[src/rtl/lb_tile_ctrl_pkg.sv]
`default_nettype none
// ============================================================================
// Module   : lb_tile_ctrl_pkg
// Brief    : Shared constants and state encoding for the tile line-buffer controller
// Revision : 1.0 - initial release
// ============================================================================
package lb_tile_ctrl_pkg;

  localparam int c_tile_n  = 8;
  localparam int c_tiles_x = 240;
  localparam int c_tiles_y = 135;
  localparam int c_idx_w   = 8;

  localparam int c_st_w = 2;
  typedef logic [c_st_w-1:0] state_t;

  localparam logic [1:0] c_st_idle  = 2'd0;
  localparam logic [1:0] c_st_fill  = 2'd1;
  localparam logic [1:0] c_st_drain = 2'd2;

  function automatic int cnt_width(input int n);
    return (n <= 2) ? 1 : $clog2(n);
  endfunction

endpackage
`default_nettype wire

[src/rtl/lb_tile_pos_cnt.sv]
`default_nettype none
// ============================================================================
// Module   : lb_tile_pos_cnt
// Brief    : Raster-order x/y tile position counter with first/last tile flags
// Revision : 1.0 - initial release
// ============================================================================
module lb_tile_pos_cnt
  import lb_tile_ctrl_pkg::*;
#(
  parameter int TILES_X = c_tiles_x,
  parameter int TILES_Y = c_tiles_y,
  parameter int IDX_W   = c_idx_w
) (
  input  logic             i_clk,
  input  logic             i_rst,
  input  logic             i_clear,
  input  logic             i_advance,
  output logic [IDX_W-1:0] o_x,
  output logic [IDX_W-1:0] o_y,
  output logic             o_first,
  output logic             o_last
);

  localparam logic [IDX_W-1:0] c_x_max = IDX_W'(TILES_X - 1);
  localparam logic [IDX_W-1:0] c_y_max = IDX_W'(TILES_Y - 1);
  localparam logic [IDX_W-1:0] c_one   = IDX_W'(1);

  logic [IDX_W-1:0] r_x;
  logic [IDX_W-1:0] r_y;

  always_ff @(posedge i_clk) begin
    if (i_rst || i_clear) begin
      r_x <= '0;
      r_y <= '0;
    end else if (i_advance) begin
      if (r_x == c_x_max) begin
        r_x <= '0;
        r_y <= (r_y == c_y_max) ? '0 : r_y + c_one;
      end else begin
        r_x <= r_x + c_one;
      end
    end
  end

  assign o_x     = r_x;
  assign o_y     = r_y;
  assign o_first = (r_x == '0) && (r_y == '0);
  assign o_last  = (r_x == c_x_max) && (r_y == c_y_max);

endmodule
`default_nettype wire

[src/rtl/lb_tile_ctrl.sv]
`default_nettype none
// ============================================================================
// Module   : lb_tile_ctrl
// Brief    : Fill/drain sequencer for an 8x8 transposing line buffer over a frame
// Revision : 1.0 - initial release
// ============================================================================
module lb_tile_ctrl
  import lb_tile_ctrl_pkg::*;
#(
  parameter int TILE_N  = c_tile_n,
  parameter int TILES_X = c_tiles_x,
  parameter int TILES_Y = c_tiles_y
) (
  input  logic               i_clk,
  input  logic               i_rst,
  input  logic               i_enable,
  input  logic               i_in_valid,
  output logic               o_in_ready,
  input  logic               i_out_ready,
  output logic               o_out_valid,
  output logic               o_lb_write,
  output logic               o_lb_read,
  output logic [c_idx_w-1:0] o_tile_x,
  output logic [c_idx_w-1:0] o_tile_y,
  output logic               o_first_tile,
  output logic               o_last_tile,
  output logic               o_frame_done,
  output logic               o_busy
);

  localparam int               CNT_W      = cnt_width(TILE_N);
  localparam logic [CNT_W-1:0] c_cnt_last = CNT_W'(TILE_N - 1);
  localparam logic [CNT_W-1:0] c_cnt_one  = CNT_W'(1);

  state_t           r_state;
  logic [CNT_W-1:0] r_wr_cnt;
  logic [CNT_W-1:0] r_rd_cnt;
  logic             r_frame_done;

  logic w_in_fill;
  logic w_in_drain;
  logic w_start;
  logic w_wr_last;
  logic w_rd_last;
  logic w_first;
  logic w_last;

  assign w_in_fill  = (r_state == c_st_fill);
  assign w_in_drain = (r_state == c_st_drain);
  assign w_start    = (r_state == c_st_idle) && i_enable;

  // Strobes are masked by reset so the line buffer never sees a stray beat
  // while both blocks are being reset together.
  assign o_in_ready  = w_in_fill & ~i_rst;
  assign o_lb_write  = o_in_ready & i_in_valid;
  assign o_out_valid = w_in_drain & i_out_ready & ~i_rst;
  assign o_lb_read   = o_out_valid;

  assign w_wr_last = o_lb_write && (r_wr_cnt == c_cnt_last);
  assign w_rd_last = o_lb_read && (r_rd_cnt == c_cnt_last);

  always_ff @(posedge i_clk) begin
    if (i_rst) begin
      r_state      <= c_st_idle;
      r_wr_cnt     <= '0;
      r_rd_cnt     <= '0;
      r_frame_done <= 1'b0;
    end else begin
      r_frame_done <= 1'b0;
      case (r_state)
        c_st_idle: begin
          if (i_enable) r_state <= c_st_fill;
        end
        c_st_fill: begin
          if (o_lb_write) begin
            if (w_wr_last) begin
              r_wr_cnt <= '0;
              r_state  <= c_st_drain;
            end else begin
              r_wr_cnt <= r_wr_cnt + c_cnt_one;
            end
          end
        end
        c_st_drain: begin
          if (o_lb_read) begin
            if (w_rd_last) begin
              r_rd_cnt <= '0;
              if (w_last) begin
                r_state      <= c_st_idle;
                r_frame_done <= 1'b1;
              end else begin
                r_state <= c_st_fill;
              end
            end else begin
              r_rd_cnt <= r_rd_cnt + c_cnt_one;
            end
          end
        end
        default: r_state <= c_st_idle;
      endcase
    end
  end

  lb_tile_pos_cnt #(
    .TILES_X (TILES_X),
    .TILES_Y (TILES_Y),
    .IDX_W   (c_idx_w)
  ) u_pos_cnt (
    .i_clk     (i_clk),
    .i_rst     (i_rst),
    .i_clear   (w_start),
    .i_advance (w_rd_last),
    .o_x       (o_tile_x),
    .o_y       (o_tile_y),
    .o_first   (w_first),
    .o_last    (w_last)
  );

  assign o_first_tile = w_first & w_in_drain;
  assign o_last_tile  = w_last & w_in_drain;
  assign o_frame_done = r_frame_done;
  assign o_busy       = (r_state != c_st_idle);

endmodule
`default_nettype wire

[config.mk]
export PLATFORM = sky130hd
export DESIGN_NAME = lb_tile_ctrl
export DESIGN_NICKNAME = d
export VERILOG_FILES = /design/src/rtl/lb_tile_ctrl_pkg.sv /design/src/rtl/lb_tile_pos_cnt.sv /design/src/rtl/lb_tile_ctrl.sv
export SDC_FILE = /design/constraint.sdc
export NUM_CORES = 1
export LEC_CHECK = 0
export CORE_ASPECT_RATIO = 0.7
export CORE_MARGIN = 3
export CORE_UTILIZATION = 51
export CTS_BUF_LIST = sky130_fd_sc_hd__clkbuf_8
export CTS_CLUSTER_DIAMETER = 50
export CTS_CLUSTER_SIZE = 10
export DETAILED_ROUTE_END_ITERATION = 8
export DONT_BUFFER_PORTS = 1
export PLACE_DENSITY = 0.69
export RECOVER_POWER = 25
export SYNTH_ARGS = -nofsm -noshare
export SYNTH_HDL_FRONTEND = slang
export SYNTH_SLANG_ARGS = --single-unit
[constraint.sdc]
create_clock -name i_clk -period 1.95 [get_ports i_clk]
set_clock_uncertainty 0.05 [all_clocks]
set_input_delay 0.39 -clock i_clk [delete_from_list [all_inputs] [get_ports i_clk]]
set_output_delay 0.39 -clock i_clk [all_outputs]
set_load 0.01 [all_outputs]
==> results by group, run 1 <==
Finish
  • Core Util, Final: about three quarters
  • Share of post-route cells with drive strength above 1: 32.8%
  • Ant. Diodes: 0
  • Area Growth Syn to Fin: 27.6%
  • # nets final: about 200
  • Filler instances: about 170
  • Post-route design area: 1730 um^2

Placed design
  • Post-DP HPWL: approximately 2700 um
  • Input/output buffers: 0
  • Post-Place Cell Area: ~1600 um^2
  • GPL Wtd Cong: 0.850

Die
  • Ports: 29
  • Area of the core: 2330 um^2
  • Total die area: roughly 3300 um^2
  • Die height: between 40 and 50 um
  • Initial core utilization: between 50% and 60%
  • Die X: 67.6 um
  • # rows: 14

Global routing
  • Vias in the first global route: between 1000 and 1500
  • Initial antenna violation count: 0
  • Tot GR Track Use: between 20 and 25%
  • Grt ovf: 0
  • First-pass GRT wire length: around 5600 um
  • Largest net degree at the start of global routing: 15

STA
  • Min Tclk post-route: between 2 and 2.5 ns
  • Fin Setup TNS: -1.84 ns
  • Final hold vios: 0
  • Setup ws final: -0.298 ns
  • Worst hold slack: about 0.13 ns
  • Max-slew violation count: 0
  • Worst slew pin tran: between 0.4 and 0.5 ns
  • Fin crit share: 115%
  • RSZ-0062 raised after global routing: yes
  • Max Fclk: approximately 440 MHz
  • Setup violators final: 10
  • Slew margin rel.: ~67%

Yosys
  • Most frequent cells after synthesis: 25 x dfxtp_1, 21 x nor2_1, 10 x nand3_1, 10 x xnor2_1, 9 x ha_1
  • Post-synth top area share: 36.9%
  • Count leader, synth: dfxtp_1
  • Asr flop ratio synth: 0%
  • Top post-synthesis cells by area: dfxtp_1 37%, ha_1 8.3%, xnor2_1 6.5%
  • Seq/Total Area, Yosys: 36.9%
  • Total nets after synthesis: about 170
  • Yosys top cell by area: dfxtp_1
  • Post-Syn Area: ~1400 um^2
  • Syn Inst Count: about 160
  • Netlist cell types: 38
  • Yosys warns: 0
  • Register bit count reported by yosys: 25
  • Post-synth top flop: dfxtp_1
  • Post-synth EDFFs: 0
  • Mean post-synth cell area: 8.74 um^2

Worst hold path
  • Worst hold path endpoint: r_rd_cnt[0]$_SDFFE_PP0P_
  • Hold Path Stages: 1
  • Worst hold path type: input pin to flop
  • Hold path start: i_rst

Route
  • Avg WL per Cell: between 15 and 20 um
  • Initial DRC count: a little under 90
  • Antenna Nets Post-Route: 0
  • Vias: approximately 1300
  • Vias per cell: roughly 5.9
  • Detailed Routing Iterations Pass 1: 4
  • Final wirelength: 3720 um
  • DRC Markers: 0

Setup path
  • Crit end category: output port
  • CP Launch Type: flop
  • Max FO, Critical Path: 2
  • WP data required: 1.51 ns
  • Reg2Reg Depth: 7
  • Setup slack, reg-to-reg: -0.24 ns
  • Setup CP Type: flop to output port
  • Critical path data arrival time: 1.81 ns
  • FF-to-FF End: r_state[0]$_SDFFE_PP0P_
  • FF-to-FF Start: u_pos_cnt.o_y[5]$_SDFFE_PP0P_

Status
  • Failing checks: setup timing
  • Status: complete, but fails checks

Power
  • Max VDD drop: roughly 0.52 mV
  • Power Density: roughly 500 nW/um^2
  • Leakage power: approximately 0.69 nW

Clocking
  • Max clock buf depth: 2
  • Clock-pin slew on the worst setup and hold paths: ~0.090 ns
  • CTS tree: built
  • Cts hold-fix bufs: 0
  • Number of clock sinks: 25
  • H-tree levels: 1
  • Num CTS Buffers: 3
  • Clk_lat worst skew: between 0.2 and 0.3 ns
  • CTS root buf: clkbuf_8

Run
  • Max_cap viols: 0
## metrics by stage
stage / setup WS, ns / instances / power, mW
final: -0.298 / 215 / 0.858
after global routing: -0.346 / 215 / 0.896
after CTS: -0.312 / 213 / 0.864
after detailed placement: -0.0206 / 208 / 0.557
after global placement: -0.0116 / 208 / 0.556
after floorplan: -0.0651 / 155 / 0.554
## cell type report
| cell class | count | area (um^2) | share of cell area [%] |
|---|---|---|---|
| repair buffers | 30 | 240 | 13.9 |
| clock inverters | 1 | 5.00 | 0.289 |
| flip-flops and latches | 25 | 505 | 29.2 |
| clock buffers | 3 | 41.3 | 2.39 |
| inverters | 8 | 35.0 | 2.03 |
| well taps | 32 | 40.0 | 2.32 |
| multi-input cells | 116 | 862 | 49.9 |
## power by group
part / internal (mW) / leakage, nW / switching (mW)
Sequential: 0.513 / 0.204 / 0.00330
Clock: 0.143 / 0.0255 / 0.166
Combinational: 0.0128 / 0.456 / 0.0198
## sequential cells by signal, summed over array words and instances, names as in the netlist
signal and flops:
u_pos_cnt.o_y 8, r_rd_cnt 3, r_wr_cnt 3, o_frame_done 1
r_state 2, u_pos_cnt.o_x 8
## worst max-delay path by stage
stage                             startpoint                 endpoint  slack, ns  cells after the start
6_report       u_pos_cnt.o_y[5]$_SDFFE_PP0P_              o_last_tile      -0.30                      3
5_1_grt        u_pos_cnt.o_y[5]$_SDFFE_PP0P_              o_last_tile      -0.35                      3
4_1_cts        u_pos_cnt.o_y[5]$_SDFFE_PP0P_              o_last_tile      -0.31                      3
3_5_place_dp   u_pos_cnt.o_y[5]$_SDFFE_PP0P_  r_state[0]$_SDFFE_PP0P_      -0.02                      5
3_3_place_gp   u_pos_cnt.o_y[5]$_SDFFE_PP0P_              o_last_tile      -0.01                      3
2_1_floorplan  u_pos_cnt.o_y[5]$_SDFFE_PP0P_              o_last_tile      -0.07                      3
## layer usage
metal	global-route usage [%]	share of wire (%)	vias to the layer above
li1	-	-	608
met1	29.1	41	601
met2	34.4	49	46
met3	7.14	8.9	4
met4	3.37	0.83	0
met5	0	0	-
## worst max-delay path, stage by stage (launching register included)
cell and delay [ns]:
dfxtp_2 0.33, or4_4 0.53, or4_4 0.56, nor2_4 0.12
## repair_timing
item / 4_1_cts / 5_1_grt
setup endpoints to repair: 4 / 17
gates resized for setup: 2 / 28
pin swaps: 3 / 6
buffers inserted: 1 / 2
## cell families (layout without fill, tap and decap cells)
logic type / count (synthesis) / after routing / synth area share (%)
xor+xnor: 11 / 11 / 7.11
mux: 3 / 3 / 2.22
fa+ha+maj: 9 / 9 / 8.31
compound gates: 17 / 17 / 8.03
buf+inv: 14 / 42 / 5.08
simple gates: 76 / 76 / 32.3
flops: 25 / 25 / 36.9
## layout by cell type (no fill, tap or decap), types with 5 or more instances in the layout
cell type / n
nor2_1: 17
nor4_1: 5
ha_1: 6
buf_4: 26
nand2_1: 8
dfxtp_1: 21
nand3_1: 9
xnor2_1: 10
Power figures use the tool's default switching activity.
==> run 2: changes to the inputs <==
--- a/config.mk
+++ b/config.mk
@@ -10,7 +10,7 @@
 export CORE_UTILIZATION = 51
 export CTS_BUF_LIST = sky130_fd_sc_hd__clkbuf_8
 export CTS_CLUSTER_DIAMETER = 50
-export CTS_CLUSTER_SIZE = 10
+export CTS_CLUSTER_SIZE = 24
 export DETAILED_ROUTE_END_ITERATION = 8
 export DONT_BUFFER_PORTS = 1
 export PLACE_DENSITY = 0.69
==> results of run 2 <==
Same layout as run 1: the final DEF is identical, and so are final timing and power.
==> run 3: changes to the inputs <==
--- a/config.mk
+++ b/config.mk
@@ -8,7 +8,7 @@
 export CORE_ASPECT_RATIO = 0.7
 export CORE_MARGIN = 3
 export CORE_UTILIZATION = 51
-export CTS_BUF_LIST = sky130_fd_sc_hd__clkbuf_8
+export CTS_BUF_LIST = sky130_fd_sc_hd__clkbuf_2
 export CTS_CLUSTER_DIAMETER = 50
 export CTS_CLUSTER_SIZE = 24
 export DETAILED_ROUTE_END_ITERATION = 8
==> run 3 against run 2 <==
Net effect: the flow still finishes with violations (setup timing); sequential cell count stayed put; global-route usage is 0.56 points higher; fmax is 5.7% lower; non-clock buffer count is 1 higher; combinational power is 6.4% higher; critical endpoint unchanged; highest routed layer unchanged.
==> results by group, run 3 (synthesized netlist as in run 1, its figures left out) <==
Route
  • Final wirelength: 3690 um (was 3720 um)
  • Routed wl met3: 326 um (was 330 um)
  • Detailed Routing Iterations Pass 1: 4 (unchanged)
  • Initial DRC count: 68 (was 88)
  • Vias: 1239 (was 1259)
  • Antenna Nets Post-Route: 0 (unchanged)
  • Top sig layer: met4 (unchanged)
  • Vias per cell: 5.74 (was 5.86)
  • Routed wire length on met2: 1760 um (was 1840 um)
  • Avg WL per Cell: 17.1 um (was 17.3 um)
  • Routed met1 length: 1570 um (was 1520 um)
  • DRC Markers: 0 (unchanged)

Die
  • # rows: 14 (unchanged)
  • Ports: 29 (unchanged)
  • Die X: 67.6 um (unchanged)
  • Initial core utilization: 58.2% (unchanged)
  • Area of the core: 2330 um^2 (unchanged)
  • Total die area: 3320 um^2 (unchanged)
  • Die height: 49.1 um (unchanged)

Power
  • Max VDD drop: 0.269 mV (was 0.520 mV)
  • Leakage power: 0.676 nW (was 0.685 nW)
  • Register share of total power: 67.7% (was 60.1%)
  • Power Density: 448 nW/um^2 (was 496 nW/um^2)
  • Pint: 0.576 mW (was 0.668 mW)
  • Clock power share: 27.8% (was 36.1%)
  • Part of the power in combinational logic: 4.5% (was 3.8%)
  • Total chip power: 0.766 mW (was 0.858 mW)
  • Switch Pwr: 0.190 mW (about the same)
  • Sw Share: 24.8% (was 22.1%)

Setup path
  • Max FO, Critical Path: 2 (unchanged)
  • Reg2Reg Depth: 6 (was 7)
  • Setup slack, reg-to-reg: -0.23 ns (was -0.24 ns)
  • CP Launch Type: flop (unchanged)
  • Worst path slowest cell: or4_4 (unchanged)
  • Most frequent CP cell: or4_4 (unchanged)
  • Crit-path leading delay family: simple AND/OR/NAND/NOR gates (unchanged)
  • FF-to-FF Start: u_pos_cnt.o_y[5]$_SDFFE_PP0P_ (unchanged)
  • CP endpoint: o_last_tile (unchanged)
  • Crit-path max cell delay: 0.56 ns (about the same)
  • Critical path data arrival time: 1.94 ns (was 1.81 ns)
  • Critical-path cell list: or4_4, or4_4, nor2_4 (unchanged)
  • Setup CP Type: flop to output port (unchanged)
  • Instance count on the critical path: 3 (unchanged)
  • WP data required: 1.51 ns (about the same)
  • Crit end category: output port (unchanged)
  • WP buf/inv: 0 (unchanged)
  • Critical path launch point: u_pos_cnt.o_y[5]$_SDFFE_PP0P_ (unchanged)
  • FF-to-FF End: u_pos_cnt.o_y[2]$_SDFFE_PP0P_ (was r_state[0]$_SDFFE_PP0P_)

STA
  • Min Tclk post-route: 2.38 ns (was 2.25 ns)
  • Fin crit share: 122% (was 115%)
  • Max-slew violation count: 0 (unchanged)
  • Final hold vios: 0 (unchanged)
  • RSZ-0062 raised after global routing: yes (unchanged)
  • Fin Setup TNS: -2.61 ns (was -1.84 ns)
  • Slew margin rel.: 67.5% (was 66.8%)
  • Worst hold slack: 0.103 ns (was 0.126 ns)
  • Setup ws final: -0.434 ns (was -0.298 ns)
  • Worst slew pin tran: 0.488 ns (was 0.498 ns)
  • Setup violators final: 13 (was 10)
  • Max Fclk: 420 MHz (was 445 MHz)

Clocking
  • Max clock buf depth: 2 (unchanged)
  • CTS root buf: clkbuf_2 (was clkbuf_8)
  • Number of clock sinks: 25 (unchanged)
  • Clk_lat worst skew: 0.36 ns (was 0.27 ns)
  • Clock-pin slew on the worst setup and hold paths: 0.25 ns (was 0.09 ns)
  • CTS tree: built (unchanged)
  • Num CTS Buffers: 3 (unchanged)
  • H-tree levels: 1 (unchanged)

Status
  • Status: complete, but fails checks (unchanged)
  • Failing checks: setup timing (unchanged)

Global routing
  • Largest net degree at the start of global routing: 15 (unchanged)
  • Tot GR Track Use: 22.4% (was 21.8%)
  • Grt ovf: 0 (unchanged)
  • Vias in the first global route: 1208 (was 1193)
  • Initial antenna violation count: 0 (unchanged)
  • First-pass GRT wire length: 5730 um (was 5620 um)

Finish
  • Post-route design area: 1710 um^2 (was 1730 um^2)
  • Fin cells: 216 (was 215)
  • Commonest non-fill, non-tap cell in the layout: buf_4 (unchanged)
  • Ant. Diodes: 0 (unchanged)
  • Filler instances: 175 (was 168)
  • # nets final: 199 (was 198)
  • Core Util, Final: 73.4% (was 74.2%)
  • Share of post-route cells with drive strength above 1: 31.5% (was 32.8%)
  • Area Growth Syn to Fin: 26.2% (was 27.6%)
  • Most frequent cells in the layout: 25 x buf_4, 22 x dfxtp_1, 17 x nor2_1, 10 x xnor2_1, 9 x nand3_1 (was 26 x buf_4, 21 x dfxtp_1, 17 x nor2_1, 10 x xnor2_1, 9 x nand3_1)

Worst hold path
  • Hold path start: i_rst (unchanged)
  • Worst hold path type: input pin to flop (unchanged)

Placed design
  • Post-Place Cell Area: 1570 um^2 (unchanged)
  • Dpl cells: 208 (unchanged)
  • Input/output buffers: 0 (unchanged)
  • GPL Wtd Cong: 0.850 (unchanged)
  • Pre-CTS WS: -0.0206 ns (unchanged)
  • Post-DP HPWL: 2680 um (unchanged)

Run
  • Max_cap viols: 0 (unchanged)
run 3: routing by layer:
layer / vias to the layer above / GRT usage [%]
met5: - / 0
met4: 0 / 3.70
met2: 52 / 35.2
met1: 579 / 29.5
li1: 604 / -
met3: 4 / 7.83
run 3: area by class of cell:
| class | instances | area (um^2) | share of cell area (%) |
|---|---|---|---|
| Tap cell | 32 | 40.0 | 2.34 |
| Clock inverter | 1 | 5.00 | 0.293 |
| Clock buffer | 3 | 15.0 | 0.878 |
| Inverter | 8 | 37.5 | 2.19 |
| Timing Repair Buffer | 31 | 246 | 14.4 |
| Multi-Input combinational cell | 116 | 862 | 50.4 |
| Sequential cell | 25 | 504 | 29.5 |
run 3: worst min-delay path by stage:
| stage | to | slack [ns] | cells after the start |
|---|---|---|---|
| after global placement | r_wr_cnt[2]$_SDFFE_PP0P_ | 0.41 | 2 |
| after detailed placement | r_rd_cnt[0]$_SDFFE_PP0P_ | 0.42 | 1 |
| after CTS | r_wr_cnt[0]$_SDFFE_PP0P_ | 0.003 | 1 |
| final | r_rd_cnt[1]$_SDFFE_PP0P_ | 0.10 | 2 |
| after global routing | u_pos_cnt.o_x[2]$_SDFFE_PP0P_ | 0.07 | 2 |
| after floorplan | r_wr_cnt[1]$_SDFFE_PP0P_ | 0.40 | 2 |
run 3: power groups by stage:
stage,Clock [mW],Combinational [mW],Sequential (mW)
6_report,0.213,0.0347,0.519
5_1_grt,0.239,0.0381,0.520
4_1_cts,0.214,0.0298,0.518
3_5_place_dp,0,0.0293,0.528
3_3_place_gp,0,0.0279,0.528
2_1_floorplan,0,0.0264,0.527
run 3: repair_timing:
action                                  in CTS  in global routing
pin swaps                                    4                  7
hold buffers                                 0                  1
gates resized for setup                      4                 29
endpoints found under the setup margin       4                 20
hold endpoints to repair                     0                  4
buffers inserted                             1                  2
